===== config.mk =====
export PLATFORM = sky130hd
export DESIGN_NAME = digit_streamer_gen
export DESIGN_NICKNAME = d
export VERILOG_FILES = /design/src/rtl/digit_streamer_gen.sv
export SDC_FILE = /design/constraint.sdc
export NUM_CORES = 1
export LEC_CHECK = 0
export ABC_AREA = 1
export CAP_MARGIN = 10
export CORE_MARGIN = 4
export CORE_UTILIZATION = 58
export CTS_CLUSTER_DIAMETER = 120
export DETAILED_ROUTE_END_ITERATION = 12
export HOLD_SLACK_MARGIN = 0.15
export PLACE_DENSITY = 0.86
export SLEW_MARGIN = 20
export SYNTH_ARGS = -nofsm -noshare
export SYNTH_HDL_FRONTEND = slang
export SYNTH_SLANG_ARGS = --single-unit

===== constraint.sdc =====
create_clock -name clk_in -period 2.5 [get_ports clk_in]
set_clock_uncertainty 0.1 [all_clocks]
set_input_delay 0.375 -clock clk_in [delete_from_list [all_inputs] [get_ports clk_in]]
set_output_delay 0.375 -clock clk_in [all_outputs]
set_load 0.02 [all_outputs]

===== src/rtl/digit_streamer_gen.sv =====
// digit_streamer_gen: streams a latched BCD number as glyph bytes to an OLED driver, then issues a sync
// Ports:
//   clk_in, reset_n_in            clock, asynchronous active-low reset
//   digits, dp_pos, write_stb     value to display, decimal-point digit (DIGITS_NUM = none), write request
//   ready, busy                   write accepted this cycle, frame in progress
//   glyph_digit/dp/x/y            request to the external combinational glyph lookup
//   glyph_pixels                  lookup result, same cycle
//   oled_data, oled_write_stb     byte and data strobe to the driver
//   oled_sync_stb, oled_ready     end-of-frame strobe, driver ready
// Optional: define DIGIT_STREAMER_BLANK_EN for leading-zero blanking.
module digit_streamer_gen #(
  parameter int DIGITS_NUM = 6,
  parameter int GLYPH_W = 21,
  parameter int GLYPH_PAGES = 4,
  parameter int GAP_COLS = 0,
  parameter int MSD_FIRST = 0,
  localparam int DPW = $clog2(DIGITS_NUM + 1),
  localparam int GXW = $clog2(GLYPH_W),
  localparam int GYW = $clog2(GLYPH_PAGES)
) (
  input  logic                    clk_in,
  input  logic                    reset_n_in,
  input  logic [4*DIGITS_NUM-1:0] digits,
  input  logic [DPW-1:0]          dp_pos,
  input  logic                    write_stb,
  output logic                    ready,
  output logic                    busy,
  output logic [3:0]              glyph_digit,
  output logic                    glyph_dp,
  output logic [GXW-1:0]          glyph_x,
  output logic [GYW-1:0]          glyph_y,
  input  logic [7:0]              glyph_pixels,
  output logic [7:0]              oled_data,
  output logic                    oled_write_stb,
  output logic                    oled_sync_stb,
  input  logic                    oled_ready
);
  localparam int XTOT = GLYPH_W + GAP_COLS;
  localparam int XW = $clog2(XTOT + 1);
  localparam int YW = $clog2(GLYPH_PAGES + 1);
  localparam logic [XW-1:0] X_GLYPH_LAST = XW'(GLYPH_W - 1);
  localparam logic [XW-1:0] X_GAP_LAST = XW'(XTOT - 1);
  localparam logic [YW-1:0] Y_LAST = YW'(GLYPH_PAGES - 1);
  localparam logic [DPW-1:0] S_LAST = DPW'(DIGITS_NUM - 1);
  localparam logic [DPW-1:0] DP_NONE = DPW'(DIGITS_NUM);
  typedef enum logic [2:0] {IDLE, SEND_DATA, WAIT_READY, SEND_SYNC, WAIT_SYNC} state_t;
  state_t state_q, state_d;
  logic [YW-1:0] y_q, y_d;
  logic [XW-1:0] x_q, x_d;
  logic [DPW-1:0] s_q, s_d;
  logic [4*DIGITS_NUM-1:0] dig_q, dig_d, pdig_q, pdig_d, src_dig;
  logic [DPW-1:0] dp_q, dp_d, pdp_q, pdp_d, src_dp;
  logic [DIGITS_NUM-1:0] blank_q, blank_d, new_blank;
  logic pv_q, pv_d;
  logic [DPW-1:0] idx;
  logic gap, blank_cur, y_wrap, x_wrap, last_byte;
`ifdef DIGIT_STREAMER_BLANK_EN
  // A digit is blanked when it and everything above it is zero, it is not digit 0,
  // and it sits above the decimal point (if one is shown).
  function automatic logic [DIGITS_NUM-1:0] blank_of(input logic [4*DIGITS_NUM-1:0] dg, input logic [DPW-1:0] dp);
    logic [DIGITS_NUM-1:0] b;
    logic zero_above;
    b = '0;
    zero_above = 1'b1;
    for (int d = DIGITS_NUM - 1; d > 0; d--) begin
      zero_above = zero_above && (dg[4*d +: 4] == 4'd0);
      b[d] = zero_above && (dp >= DP_NONE || DPW'(d) > dp);
    end
    return b;
  endfunction
`endif
  assign idx = (MSD_FIRST != 0) ? S_LAST - s_q : s_q;
  assign gap = x_q > X_GLYPH_LAST;
  assign blank_cur = blank_q[idx];
  assign glyph_digit = 4'(dig_q >> (4 * idx));
  assign glyph_dp = (dp_q == idx) && !blank_cur;
  assign glyph_x = gap ? GXW'(GLYPH_W - 1) : x_q[GXW-1:0];
  assign glyph_y = y_q[GYW-1:0];
  assign oled_data = (gap || blank_cur) ? 8'h00 : glyph_pixels;
  assign oled_write_stb = state_q == SEND_DATA;
  assign oled_sync_stb = state_q == SEND_SYNC;
  assign busy = state_q != IDLE;
  assign ready = !pv_q;
  // Page is the inner loop, then column (gap columns only between slots), then slot.
  assign y_wrap = y_q == Y_LAST;
  assign x_wrap = x_q == ((s_q == S_LAST) ? X_GLYPH_LAST : X_GAP_LAST);
  assign last_byte = y_wrap && x_wrap && s_q == S_LAST;
  assign src_dig = pv_q ? pdig_q : digits;
  assign src_dp = pv_q ? pdp_q : dp_pos;
`ifdef DIGIT_STREAMER_BLANK_EN
  assign new_blank = blank_of(src_dig, src_dp);
`else
  assign new_blank = '0;
`endif
  always_comb begin
    state_d = state_q;
    y_d = y_q;
    x_d = x_q;
    s_d = s_q;
    dig_d = dig_q;
    dp_d = dp_q;
    blank_d = blank_q;
    pv_d = pv_q;
    pdig_d = pdig_q;
    pdp_d = pdp_q;
    case (state_q)
      // A pending value wins over a fresh write; the fresh write is not accepted while ready is low.
      IDLE: if (pv_q || write_stb) begin
        state_d = SEND_DATA;
        dig_d = src_dig;
        dp_d = src_dp;
        blank_d = new_blank;
        y_d = '0;
        x_d = '0;
        s_d = '0;
        pv_d = 1'b0;
      end
      SEND_DATA: state_d = oled_ready ? SEND_DATA : WAIT_READY;
      WAIT_READY: if (oled_ready) begin
        state_d = last_byte ? SEND_SYNC : SEND_DATA;
        y_d = y_wrap ? '0 : y_q + 1'b1;
        x_d = !y_wrap ? x_q : x_wrap ? '0 : x_q + 1'b1;
        s_d = (y_wrap && x_wrap) ? s_q + 1'b1 : s_q;
      end
      SEND_SYNC: state_d = oled_ready ? SEND_SYNC : WAIT_SYNC;
      WAIT_SYNC: state_d = oled_ready ? IDLE : WAIT_SYNC;
      default: state_d = IDLE;
    endcase
    if (state_q != IDLE && write_stb && !pv_q) begin
      pv_d = 1'b1;
      pdig_d = digits;
      pdp_d = dp_pos;
    end
  end
  always_ff @(posedge clk_in or negedge reset_n_in) begin
    if (!reset_n_in) begin
      state_q <= IDLE;
      y_q <= '0;
      x_q <= '0;
      s_q <= '0;
      dig_q <= '0;
      dp_q <= DP_NONE;
      blank_q <= '0;
      pv_q <= 1'b0;
      pdig_q <= '0;
      pdp_q <= DP_NONE;
    end else begin
      state_q <= state_d;
      y_q <= y_d;
      x_q <= x_d;
      s_q <= s_d;
      dig_q <= dig_d;
      dp_q <= dp_d;
      blank_q <= blank_d;
      pv_q <= pv_d;
      pdig_q <= pdig_d;
      pdp_q <= pdp_d;
    end
  end
endmodule


==> metrics.txt, run 1 <==
status finished, final reports clean; max_cap viols 0; main combinational cell family by area after synthesis simple AND/OR/NAND/NOR gates; via count of the first global-routing pass 3059; DIE HEIGHT 88.6 um; Final #Nets 570; critical path arrival 1.84 ns; crit-path max cell delay 0.64 ns; Clock Path Buffers 2; cell taking the most area after synthesis dfrtp_1; Worst Setup SP idx[1]; f_max 432 MHz; Crit-path slowest cell clkdlybuf4s50_1; Worst setup EP type output pin; mux contribution to synthesized area 0%; CTS tree built; starting density of the core 59.7%; gr usage total 21.6%; CP Cell Sequence xor2_1, nor3_1, clkdlybuf4s50_1; via/cell ratio 5.24; drt first pass iters 5; IO Port Bufs 62; Slew headroom 49.9%; worst setup margin 0.187 ns; Post-route DRC 0; clk root buf clkbuf_8; Least-Margin Pin Slew 0.751 ns; n_diodes 0; met1 wire length 3.21 mm; Worst path top cell family by delay buffers and inverters; worst min path class flop to flop; die area 0.00786 mm^2; grt total ovfl 0; syn_area_per_cell 8.01 um^2; Max Used Layer met4; core region area 0.00631 mm^2; final hold violations 0; Post-DP Area 0.00435 mm^2; pre-CTS setup slack 0.0988 ns; Post-Syn Instances 471; routed wl met3 436 um; most frequent cells in the layout 130 x nand2_1, 70 x inv_1, 64 x dfrtp_1; simple-gate share of the synthesized area 21.8%; TritonCTS Sinks 69; share of layout cells above drive strength 1 13.7%; P&R area growth vs syn 21.3%; DR WL met2 4.13 mm; gpl congestion 0.843; Max VDD drop 0.697 mV; Setup Buffers After CTS 0; Synth warnings 0; top cell type's share of synthesized area 43.1%; CTS HTree Levels 3; critical path class flop to output pin; adder-cell share of the synthesized area 1.66%; antenna-violating nets left 0; hpwl dp 5.70 mm; unrepaired setup endpoints after global routing no; max-slew violations 0; PwrDens 1110 mW/mm^2; Synth Area in Compound Gates 17.9%; post-synth net total 515; CTS buffer count 9; I/O pins 63; min Tclk post-route 2.31 ns; Post-Synth XOR/XNOR Area 0.929%; Final Setup Violations 0; first-pass GRT wire length 13.2 mm; crit share post-route 92.5%; FF-to-FF Start state_q[1]; Static Leakage 2.32 nW; routed len/inst 13.0 um; CP bufs+invs 1; Final Cell Area 0.00457 mm^2; drt initial violations 173; Die X 88.6 um; commonest non-fill, non-tap cell in the layout nand2_1; largest net degree at the start of global routing 55; clock latency on the worst-skew pair 0.34 ns; sum of negative setup slack 0 ns; Worst EP required 2.03 ns; final core utilization 72.4%; register bit count reported by yosys 69; initial antenna violation count 0; Cell Area, Synth 0.00377 mm^2; Post-Route WL 7.93 mm; crit path launch type flop; vias 3188; cell row count 29; Clock transition at path regs 0.07 ns; CP max FO 9; Seq/Total Area, Yosys 45.9%; synth top area cells dfrtp_1 43%, nand2_1 13%, inv_1 7.0%; synth unique cells 29; HP Start pdig_q[14]
[cell families after synthesis]
logic type,count (synthesis)
and+or+nand+nor,191
AOI/OAI and AO/OA,106
buffers and inverters,96
DFF,69
adders and majority gates,5
xor gates and xnor gates,4
[cell type report]
class / instances / area (um^2)
fill: 497 / 1740
clock buffer: 10 / 138
multi-input combinational: 306 / 1590
clock inverter: 6 / 86.3
sequential: 69 / 1730
inverter: 73 / 275
tap: 77 / 96.3
timing repair buffer: 67 / 652
[path summary, 6_finish.rpt]
kind / slack, ns / to / depth (start not counted)
max in group asynchronous: 1.13 / pdp_q[1] / 3
worst min-delay path: 0.38 / pdig_q[14] / 2
min in group asynchronous: 0.46 / pdig_q[11] / 2
worst max-delay path: 0.19 / glyph_dp / 3
worst max register to register: 0.64 / pdig_q[5] / 5
worst min register to register: 0.38 / pdig_q[14] / 2
[registers in the layout, indices dropped and copies added (netlist names)]
register	count
pdig_q	24
state_q	3
pv_q	1
x_q	5
pdp_q	3
idx	3
dp_q	3
y_q	3
dig_q	24
[metrics by stage]
step | power, mW | hold slack (ns) | std cells
2_1_floorplan | 3.54 | -0.0206 | 471
3_3_place_gp | 4.02 | 0.294 | 591
3_5_place_dp | 4.11 | 0.299 | 591
4_1_cts | 5.09 | 0.381 | 608
5_1_grt | 5.48 | 0.409 | 608
6_report | 5.07 | 0.376 | 608
[report_power, final]
group,switching (mW),internal (mW)
clock network,0.420,0.587
registers,0.280,1.61
logic,1.39,0.788
total,2.09,2.98
[worst register-to-register path, delay by kind of cell (launching register included)]
family          cells  cell delay [ns]
simple gates        3             0.96
compound gates      1             0.07
flops               1             0.49
buf+inv             1             0.12
[Yosys cell counts (all sizes together)]
| library cell | n |
|---|---|
| nor2 | 30 |
| o21ai | 78 |
| ha | 5 |
| o211ai | 16 |
| clkinv | 1 |
| clkbuf | 2 |
| nand4 | 2 |
| nand2 | 137 |
| nor3 | 2 |
| dfstp | 4 |
| a21oi | 11 |
| nand3 | 19 |
| a211oi | 1 |
| xnor2 | 1 |
| or2 | 1 |
| xor2 | 3 |
| buf | 21 |
| inv | 72 |
| dfrtp | 65 |
[layer usage]
metal | GRT usage (%) | up-vias
li1 | - | 1602
met1 | 25.7 | 1486
met2 | 38.1 | 89
met3 | 5.21 | 11
met4 | 7.55 | 0
met5 | 0 | -
[timing repair]
action,4_1_cts,5_1_grt
resized for setup,16,9
hold buffers,1,0
endpoints found under the setup margin,14,7
hold endpoints to repair,22,0
Note: power is estimated with default switching activity, not from simulation.
==> run 2, diff against run 1 <==
--- a/config.mk
+++ b/config.mk
@@ -7,6 +7,7 @@
 export LEC_CHECK = 0
 export ABC_AREA = 1
 export CAP_MARGIN = 10
+export CORE_ASPECT_RATIO = 1.5
 export CORE_MARGIN = 4
 export CORE_UTILIZATION = 58
 export CTS_CLUSTER_DIAMETER = 120
==> run 2 against run 1 <==
  * First-iteration DRC count up 23%
  * Wire length down 2.2%
  * Sequential cell count unchanged
  * Core utilization up 1.0 points
  * Highest routed layer unchanged
==> metrics.txt, run 2 (synthesized netlist as in run 1, its figures left out) <==
critical path arrival 1.90 ns (+0.06 ns); CTS buffer count 9 (unchanged); CTS tree built; starting density of the core 60.6% (+0.91 points); max_cap viols 0 (unchanged); Tot Pwr 4.95 mW (-2.5%); largest net degree at the start of global routing 55 (unchanged); clk root buf clkbuf_8; critical path class flop to output pin; gr usage total 21.3% (-0.33 points); hpwl dp 5.80 mm (+1.7%); Slew headroom 62.7% (+13 points); cells on worst reg2reg path 5 (unchanged); antenna-violating nets left 0 (unchanged); final hold violations 0 (unchanged); hold path depth 2 (unchanged); Post-Route WL 7.75 mm (-2.2%); Max VDD drop 0.708 mV (+1.6%); vias 3177 (-0.35%); Worst EP required 2.03 ns (about the same); Hold Path End pdig_q[12]; Clock Path Buffers 2 (unchanged); Final #Nets 572 (+0.35%); I/O pins 63 (unchanged); Regs by FF count dig_q (24), pdig_q (24), x_q (5); grt total ovfl 0 (unchanged); Clock transition at path regs 0.07 ns (about the same); TritonCTS Sinks 69 (unchanged); die area 0.00788 mm^2 (+0.33%); PwrDens 1080 mW/mm^2 (-2.4%); Die X 73.8 um (-17%); routed len/inst 12.8 um (-2.0%); Worst setup EP type output pin; drt initial violations 213 (+23%); crit share post-route 95.0% (+2.4 points); most frequent cells in the layout 130 x nand2_1, 70 x inv_1, 64 x dfrtp_1; drt first pass iters 4 (-1); hold slack 0.378 ns (+0.00234 ns); Final Cell Area 0.00457 mm^2 (about the same); first-pass GRT wire length 13.3 mm (+0.68%); via/cell ratio 5.23 (-0.18%); via count of the first global-routing pass 3030 (-0.95%); sum of negative setup slack 0 ns (unchanged); Post-DP Area 0.00438 mm^2 (+0.55%); clock latency on the worst-skew pair 0.34 ns (about the same); Final Setup Violations 0 (unchanged); P&R area growth vs syn 21.2% (about the same); status finished, final reports clean; min Tclk post-route 2.37 ns (+0.0612 ns); f_max 421 MHz (-2.6%); initial antenna violation count 0 (unchanged); share of layout cells above drive strength 1 13.3% (-0.43 points); FF-to-FF Start state_q[0]; DIE HEIGHT 107 um (+20%); setup slack, reg-to-reg 0.85 ns (+0.21 ns); CTS HTree Levels 3 (unchanged); worst min path class flop to flop; IO Port Bufs 62 (unchanged); CP max FO 5 (-4); commonest non-fill, non-tap cell in the layout nand2_1; n_diodes 0 (unchanged); Least-Margin Pin Slew 0.559 ns (-0.192 ns); Worst R2R End dig_q[9]; max-slew violations 0 (unchanged); Post-route DRC 0 (unchanged); HP Start pdig_q[12]; gpl congestion 0.812 (-3.7%); crit path launch type flop; core region area 0.00622 mm^2 (-1.5%); Static Leakage 2.33 nW (+0.30%); Setup Buffers After CTS 0 (unchanged); cell row count 35 (+21%)
[run 2: changes by cell type in the layout (fill, tap and decap cells not counted), sizes merged]
cell / before / now
buf: 5 / 7
dlygate4sd2: 9 / 14
clkinv: 4 / 3
bufinv: 2 / 1
clkdlybuf4s15: 3 / 0
[run 2: critical path: stages (launching register included)]
cell and delay, ns:
dfrtp_1 0.39, buf_4 0.16, xor2_1 0.15, nor3_1 0.20, clkdlybuf4s50_1 0.65
[run 2: power by group]
group / internal (mW) / total, mW / leakage (nW) / switching, mW
Sequential: 1.61 / 1.88 / 0.865 / 0.269
Combinational: 0.802 / 2.18 / 1.37 / 1.38
Clock: 0.485 / 0.887 / 0.0964 / 0.402
[run 2: cell type report]
| class | count | area (um^2) |
|---|---|---|
| fillers | 492 | 1650 |
| flip-flops and latches | 69 | 1730 |
| clock buffers | 12 | 145 |
| multi-input cells | 306 | 1590 |
| inverters | 73 | 275 |
| clock inverters | 4 | 47.5 |
| repair buffers | 69 | 683 |
| well taps | 74 | 92.6 |
[run 2: per-layer routing]
layer  part of all wire, %  GRT usage, %  up-vias  routed length (um)
li1                      -             -     1610                   -
met1                    39          26.2     1488                3050
met2                    54          36.1       69                4170
met3                   5.3          4.13       10                 411
met4                   1.6          8.16        0                 122
met5                     0             0        -                   0
[run 2: per-stage QoR]
step | utilization, % | setup WS (ns) | cells
global route | 73.5 | -0.00468 | 607
floorplan | - | 0.715 | 471
global placement | 70.4 | 0.245 | 590
detailed placement | 70.4 | 0.140 | 590
finish | 73.5 | 0.126 | 607
CTS | 73.4 | 0.0573 | 607
[run 2: how the worst max path moves through the flow]
stage | from | end | slack (ns) | depth (start not counted)
floorplan | x_q[0] | glyph_x[0] | 0.71 | 6
global placement | x_q[0] | glyph_x[0] | 0.25 | 7
detailed placement | x_q[0] | oled_data[5] | 0.14 | 7
CTS | x_q[0] | glyph_x[3] | 0.06 | 7
global route | x_q[0] | oled_data[0] | -0.005 | 7
finish | idx[0] | glyph_dp | 0.13 | 4
[run 2: repair_timing]
action	4_1_cts	5_1_grt
pin swaps	0	0
endpoints found under the hold margin	22	0
hold buffers	1	0
gates cloned	0	0
gates resized for setup	16	2
endpoints found under the setup margin	14	2
==> RTL change (settings of run 2) <==
The parameter `GLYPH_PAGES` goes from 4 to 8.
--- a/src/rtl/digit_streamer_gen.sv
+++ b/src/rtl/digit_streamer_gen.sv
@@ -11,7 +11,7 @@
 module digit_streamer_gen #(
   parameter int DIGITS_NUM = 6,
   parameter int GLYPH_W = 21,
-  parameter int GLYPH_PAGES = 4,
+  parameter int GLYPH_PAGES = 8,
   parameter int GAP_COLS = 0,
   parameter int MSD_FIRST = 0,
   localparam int DPW = $clog2(DIGITS_NUM + 1),
Interface: changed (resized glyph_y); port bits go from 63 to 64. No check against the original RTL was run, so the function may have changed too.
==> RTL change against run 2 <==
- count of clock-buffer cells in the layout shrank 2
- sequential cell count increased by 1
- wire length rose by 13%
- total power rose by 6.8%
- setup slack better by 0.0025 ns
- first-iteration DRC count down 18%
- synthesized area is 3.3% lower
- design area grew 1.4%
- critical path type unchanged
- critical endpoint is now oled_data[1]
- highest routed layer unchanged
==> RTL change: results (changes against run 2) <==
Worst Hold End=pdig_q[9]; capturing point of the worst reg2reg path=idx[2]; GPL Wtd Cong=0.8174 (+0.69%); Reg2Reg Depth=8 (+3); net count of the mapped netlist=523 (+1.6%); worst slew pin tran=0.5146 ns (-0.04446 ns); Reg area=1759 um^2 (+1.5%); nonclk inv count=67 (-8.2%); Non-clock buffers, area share=17.01% (+2.1 points); final net count=589 (+3.0%); leakage dissipation=2.384 nW (+2.4%); R2R Setup Slk=0.71 ns (-0.14 ns); clock power share=19.2% (+1.3 points); comb_multi_in=316 (+3.3%); met1 wire length=3187 um (+4.4%); setup ws final=0.1284 ns (+0.002451 ns); Commonest cells post-synth=nand2_1, nor2_1, dfrtp_1; metal2 WL=4708 um (+13%); fillers=433 (-12%); Combinational Power Share=44.3% (+0.2 points); CP Capture Point=oled_data[1]; Total Power=0.005283 W (+6.8%); gr usage total=23.79% (+2.5 points); vias in the first global route=3,256 (+7.5%); ClkCell Share=4.806% (+0.59 points); Synth Area in Adders=1.716% (+0.057 points); Critical Path Start=x_q[1]; critical path fanouts, max=10 (+5); Internal Power=0.003095 W (+6.9%); dpl hpwl=6070 um (+4.7%); sequential fraction of the synthesis area=48.18% (+2.3 points); first-pass GRT wire length=14,260 um (+7.4%); HP Start=pdig_q[9]; initial DRC count=175 (-18%); footprint of the multi-input gates=1520 um^2 (-4.6%); Synth Area in XOR/XNOR=0.9609% (+0.032 points); drt wl/cell=14.00 um (+9.6%); status=completed; pre-CTS setup slack=-0.2564 ns (-0.3964 ns); compound-cell area share of the yosys netlist=15.44% (-2.4 points); CP peak stage delay=0.38 ns (-0.27 ns); synthesis-stage register bit count=70 (+1.4%); layout cells sized above 1=10.18% (-3.1 points); Distinct cells, synth=31 (+6.9%); Non-CTS buffers=81 (+17%)
-- RTL change: cell count changes after synthesis, sizes merged, moves of 6 or more --
| cell | change |
|---|---|
| nor2 | +42 |
| a21oi | +15 |
| o211ai | -12 |
| nand2 | -29 |
| o31ai | +15 |
| o21ai | -25 |
| clkbuf | +6 |
-- RTL change: per-layer routing --
| layer | global-route usage [%] | vias to the layer above |
|---|---|---|
| met1 | 26.59 | 1569 |
| met3 | 4.427 | 27 |
| met2 | 42.05 | 130 |
| met5 | 0 | - |
| li1 | - | 1642 |
| met4 | 11.48 | 0 |
-- RTL change: metrics by stage --
step,hold slack [ns],area [um^2],cells,utilization [%]
after floorplan,-0.02059,3646,479,-
after global placement,0.3255,4347,604,70.90
after detailed placement,0.3282,4347,604,70.90
after CTS,0.3922,4611,623,75.20
after global routing,0.4182,4634,624,75.59
final,0.3890,4634,624,75.59
